`config.mk`:
```
export PLATFORM = sky130hd
export DESIGN_NAME = lshift_arbiter
export DESIGN_NICKNAME = d
export VERILOG_FILES = /design/src/rtl/lshift_arbiter.sv
export SDC_FILE = /design/constraint.sdc
export NUM_CORES = 1
export LEC_CHECK = 0
export CAP_MARGIN = 20
export CORE_MARGIN = 3
export CORE_UTILIZATION = 25
export CTS_CLUSTER_SIZE = 10
export DETAILED_ROUTE_END_ITERATION = 16
export MAX_ROUTING_LAYER = met4
export PLACE_DENSITY = 0.52
export SLEW_MARGIN = 20
export SYNTH_ARGS = -nofsm -noshare
export SYNTH_HDL_FRONTEND = slang
export SYNTH_SLANG_ARGS = --single-unit
```
`constraint.sdc`:
```
create_clock -name clk -period 1.8 [get_ports clk]
set_clock_uncertainty 0.15 [all_clocks]
set_input_delay 0.27 -clock clk [delete_from_list [all_inputs] [get_ports clk]]
set_output_delay 0.27 -clock clk [all_outputs]
set_load 0.1 [all_outputs]
```
`src/rtl/lshift_arbiter.sv`:
```
// Round-robin front end sharing one left shifter between clients A and B.
// The shifted result is registered and tagged with its source.
module lshift_arbiter #(
    parameter int width = 8,
    localparam int sw = $clog2(width)
) (
    input  logic             clk,
    input  logic             rst,
    input  logic             a_valid,
    output logic             a_ready,
    input  logic [width-1:0] a_bits,
    input  logic [sw-1:0]    a_shift,
    input  logic             b_valid,
    output logic             b_ready,
    input  logic [width-1:0] b_bits,
    input  logic [sw-1:0]    b_shift,
    output logic             o_valid,
    input  logic             o_ready,
    output logic [width-1:0] o_bits,
    output logic             o_src
);

    logic             rr;
    logic             can_accept;
    logic             grant_a;
    logic             grant_b;
    logic             take_a;
    logic             take_b;
    logic [width-1:0] sel_bits;
    logic [sw-1:0]    sel_shift;
    logic [width-1:0] shifted;

    // rr = 0 gives A priority on contention, rr = 1 gives B priority
    always_comb begin
        grant_a = 1'b0;
        grant_b = 1'b0;
        if (a_valid && (!b_valid || !rr)) begin
            grant_a = 1'b1;
        end else if (b_valid) begin
            grant_b = 1'b1;
        end
    end

    assign can_accept = !o_valid || o_ready;

    // readies are held low while reset is asserted
    assign take_a  = rst && can_accept && grant_a;
    assign take_b  = rst && can_accept && grant_b;
    assign a_ready = take_a;
    assign b_ready = take_b;

    assign sel_bits  = grant_b ? b_bits  : a_bits;
    assign sel_shift = grant_b ? b_shift : a_shift;

    // shift amounts >= width fall off the top and yield zero
    assign shifted = sel_bits << sel_shift;

    always_ff @(posedge clk or negedge rst) begin
        if (!rst) begin
            o_valid <= 1'b0;
            o_bits  <= '0;
            o_src   <= 1'b0;
            rr      <= 1'b0;
        end else if (take_a || take_b) begin
            o_valid <= 1'b1;
            o_bits  <= shifted;
            o_src   <= take_b;
            rr      <= take_a;
        end else if (o_ready) begin
            o_valid <= 1'b0;
        end
    end

endmodule

```
==> metrics.log <==
[metrics] initial core utilization: 0.267
[metrics] die span in x: 69.5 um
[metrics] relative slew slack: 0.743
[metrics] wire length of the first global-routing pass: 5.43 mm
[metrics] fraction of layout instances using a drive strength above 1: 0.417
[metrics] met1 track utilization from global routing: 0.171
[metrics] count of input and output buffers: 38
[metrics] hold-fix buffers at CTS: 0
[metrics] post-synth top area cell: sky130_fd_sc_hd__dfrtp_1
[metrics] crit path launch type: register
[metrics] Cells after Synth: 110
[metrics] total via count in the routed design: 1155
[metrics] register area share after synthesis: 0.273
[metrics] number of buffers on the longest clock path: 2
[metrics] Max H-tree Level: 1
[metrics] overflow left after global routing: 0
[metrics] status: finished, final reports clean
[metrics] Multi-input gate area: 757 um2
[metrics] starting DRC count in detailed routing: 66
[metrics] Die Ht: 69.5 um
[metrics] Power Density: 835 nW/um2
[metrics] warnings from Yosys: 0
[metrics] initial antenna violation count: 0
[metrics] crit-path cells: nand2b_4 > a221oi_2 > a21oi_1 > mux2_4 > a221o_1
[metrics] data required time of the critical path: 1.76 ns
[metrics] RSZ-0062 raised after global routing: yes
[metrics] actual slew at the worst max-slew pin: 0.375 ns
[metrics] number of global-route vias before repair: 1183
[metrics] total clock sinks: 11
[metrics] fill cell instance count of the final layout: 340
[metrics] CTS root buf: sky130_fd_sc_hd__clkbuf_8
[metrics] post-synthesis cell type count: 44
[metrics] Antenna Diode Count: 0
[metrics] number of placed I/O pins: 39
[metrics] total of endpoints with negative setup slack in the final report: 0
[metrics] Routed Antenna Nets: 0
[metrics] final layout net count: 215
[metrics] Core ar.: 3770 um2
[metrics] top-area cell type share of the netlist area: 0.273
[metrics] number of buffers added by the clock tree synthesis step: 3
[metrics] Most Crowded Layer GR: met2
[metrics] Row Count: 22
[metrics] vias per inst: 4.91
[metrics] max-cap violation count: 0
[metrics] upper clock frequency limit: 560 MHz
[metrics] maximum fanout count along the critical path: 5
[metrics] number of nets produced by synthesis: 137
[metrics] WL/cell: 13.5 um
[metrics] max-slew violation count: 0
[metrics] main area contributors after synthesis: sky130_fd_sc_hd__dfrtp_1 27%, sky130_fd_sc_hd__mux2i_1 12%, sky130_fd_sc_hd__mux4_2 4.5%, sky130_fd_sc_hd__nand2_1 4.5%, sky130_fd_sc_hd__mux2_1 3.4%
[metrics] crit share post-route: 0.992
[metrics] worst skew pair latency: 0.23 ns
[metrics] mapped cell area: 1010 um2
[metrics] estimated wirelength of the detail-placed design: 2.75 mm
[metrics] VDD IR max: 0.289 mV
[metrics] global-route met2 utilization: 0.228
[metrics] per-instance average area after synthesis: 9.16 um2
[metrics] kind of path behind the tightest hold check: in -> reg
[metrics] clock-pin slew reported for the worst setup and hold paths after clock tree synthesis: 0.05 ns
[metrics] final routed DRC violation total: 0
[metrics] area growth from synthesis to final layout: 95.5%
[metrics] Overall Global Routing Usage: 0.139
[metrics] final core utilization: 0.522
[metrics] sequential standard cell area: 280 um2
[metrics] max incr delay on CP: 0.43 ns
[metrics] post-route minimum period: 1.79 ns
[metrics] start-to-end type of the worst setup path: reg -> reg
[metrics] endpoint class of the critical path: register
[metrics] Seq cells post-synth: 11
[metrics] final count of hold timing violations: 0
[metrics] pre-CTS setup slack: -0.535 ns
[metrics] cell at the slowest stage of the critical path: sky130_fd_sc_hd__dfrtp_2
[metrics] GRT met3 Usage: 0.0159
[metrics] P_leak: 0.949 nW
[metrics] gp weighted congestion: 0.867
[metrics] routed wire length: 3.16 mm
[metrics] Setup WS post-layout: 0.0150 ns
[metrics] TritonCTS clock tree: done
[metrics] drt pass-1 iters: 4
[metrics] DIE AREA: 4830 um2
[metrics] Worst EP arrival: 1.74 ns
[metrics] maximum number of pins on one net before global-route repair: 11
-- per-stage QoR --
| stage | instances | TNS (ns) | area, um2 | hold slack, ns | power (mW) |
|---|---|---|---|---|---|
| final | 235 | 0 | 1970 | 0.180 | 1.64 |
| after detailed placement | 227 | -2.91 | 1850 | 0.385 | 1.39 |
| after global routing | 235 | -0.0359 | 1970 | 0.215 | 1.72 |
| after floorplan | 110 | -0.00810 | 1050 | -0.176 | 0.938 |
| after CTS | 233 | -0.107 | 1930 | 0.225 | 1.64 |
| after global placement | 227 | -2.70 | 1850 | 0.384 | 1.38 |
-- sequential cells by signal, summed over array words and instances, names as in the netlist --
register  count
rr            1
o_valid       1
o_bits        8
o_src         1
-- path summary, 6_finish.rpt --
kind / startpoint / slack, ns / to / cells after the start
worst min register to register: o_bits[1] / 0.39 / o_bits[1] / 2
worst max register to register: rr / 0.01 / o_bits[7] / 5
worst min-delay path: o_ready / 0.18 / o_valid / 3
worst max-delay path: rr / 0.01 / o_bits[7] / 5
min in group asynchronous: rst / 0.22 / rr / 2
max in group asynchronous: rst / 1.08 / o_valid / 2
-- report_power, final --
part	total, mW	internal, mW	leakage [nW]	switching [mW]
logic	1.04	0.452	0.789	0.593
clock network	0.235	0.154	0.0228	0.0802
registers	0.365	0.303	0.137	0.0621
-- worst max-delay path: cells and delay by family (launching register included) --
kind | cells | cell delay (ns)
AO/OA/AOI/OAI | 3 | 0.63
flip-flops | 1 | 0.43
multiplexers | 1 | 0.26
AND/OR/NAND/NOR | 1 | 0.20
-- final cells by class --
class	count	share of cell area
clock buffer	4	0.0229
inverter	4	0.00762
multi-input combinational	90	0.384
sequential	11	0.142
tap	48	0.0305
timing repair buffer	78	0.412
-- timing repair --
item | CTS | global route
setup endpoints to repair | 8 | 4
gates resized for setup | 12 | 14
pin swaps | 2 | 3
setup buffers | 2 | 2
endpoints found under the hold margin | 0 | 0
-- cell usage after synthesis, drive strengths merged --
master,number
nor2,5
a211oi,2
a221o,1
a32o,1
nand4,1
o221ai,1
a21oi,7
or3,1
and3,1
nor3b,1
a21boi,1
and2b,2
dfrtp,11
inv,4
a31oi,1
nand3,2
o211ai,3
nand3b,1
mux2i,12
or2,1
nand2,13
mux2,5
a221oi,3
and2,1
clkbuf,1
o21ai,9
nand2b,2
a2111oi,1
nor4,1
buf,4
mux4,3
nor3,1
a22o,2
nor2b,4
o22ai,1
-- layer usage --
layer / routed length (um) / part of all wire / vias to the layer above
li1: - / - / 577
met1: 1390 / 0.44 / 536
met3: 110 / 0.035 / 6
met2: 1600 / 0.50 / 36
met5: 0 / 0 / -
met4: 67 / 0.021 / 0
-- layout by cell type (no fill, tap or decap), types with 2 or more instances in the layout --
cell and count:
sky130_fd_sc_hd__buf_4 39, sky130_fd_sc_hd__inv_1 4, sky130_fd_sc_hd__and2b_1 2, sky130_fd_sc_hd__mux2_1 2, sky130_fd_sc_hd__mux2i_1 12, sky130_fd_sc_hd__o21ai_0 2, sky130_fd_sc_hd__dlygate4sd2_1 6, sky130_fd_sc_hd__a221oi_1 2
sky130_fd_sc_hd__dfrtp_1 9, sky130_fd_sc_hd__nor2_1 2, sky130_fd_sc_hd__nand2b_4 2, sky130_fd_sc_hd__a211oi_1 2, sky130_fd_sc_hd__clkdlybuf4s50_1 11, sky130_fd_sc_hd__clkbuf_8 3, sky130_fd_sc_hd__mux2_4 2, sky130_fd_sc_hd__nor2_4 2
sky130_fd_sc_hd__a21oi_1 5, sky130_fd_sc_hd__a21oi_2 2, sky130_fd_sc_hd__buf_12 12, sky130_fd_sc_hd__o21ai_1 6, sky130_fd_sc_hd__nor2b_1 3, sky130_fd_sc_hd__nand2_1 12, sky130_fd_sc_hd__nand3_1 2, sky130_fd_sc_hd__o211ai_1 3
sky130_fd_sc_hd__dlymetal6s2s_1 8, sky130_fd_sc_hd__mux4_2 2, sky130_fd_sc_hd__a22o_1 2
-- cell families after synthesis --
family | count (synthesis) | synth area share
and+or+nand+nor | 37 | 0.201
buffers and inverters | 9 | 0.0509
muxes | 20 | 0.246
DFF | 11 | 0.273
AOI/OAI and AO/OA | 33 | 0.229
No activity file was read; power rests on OpenSTA's default activity.
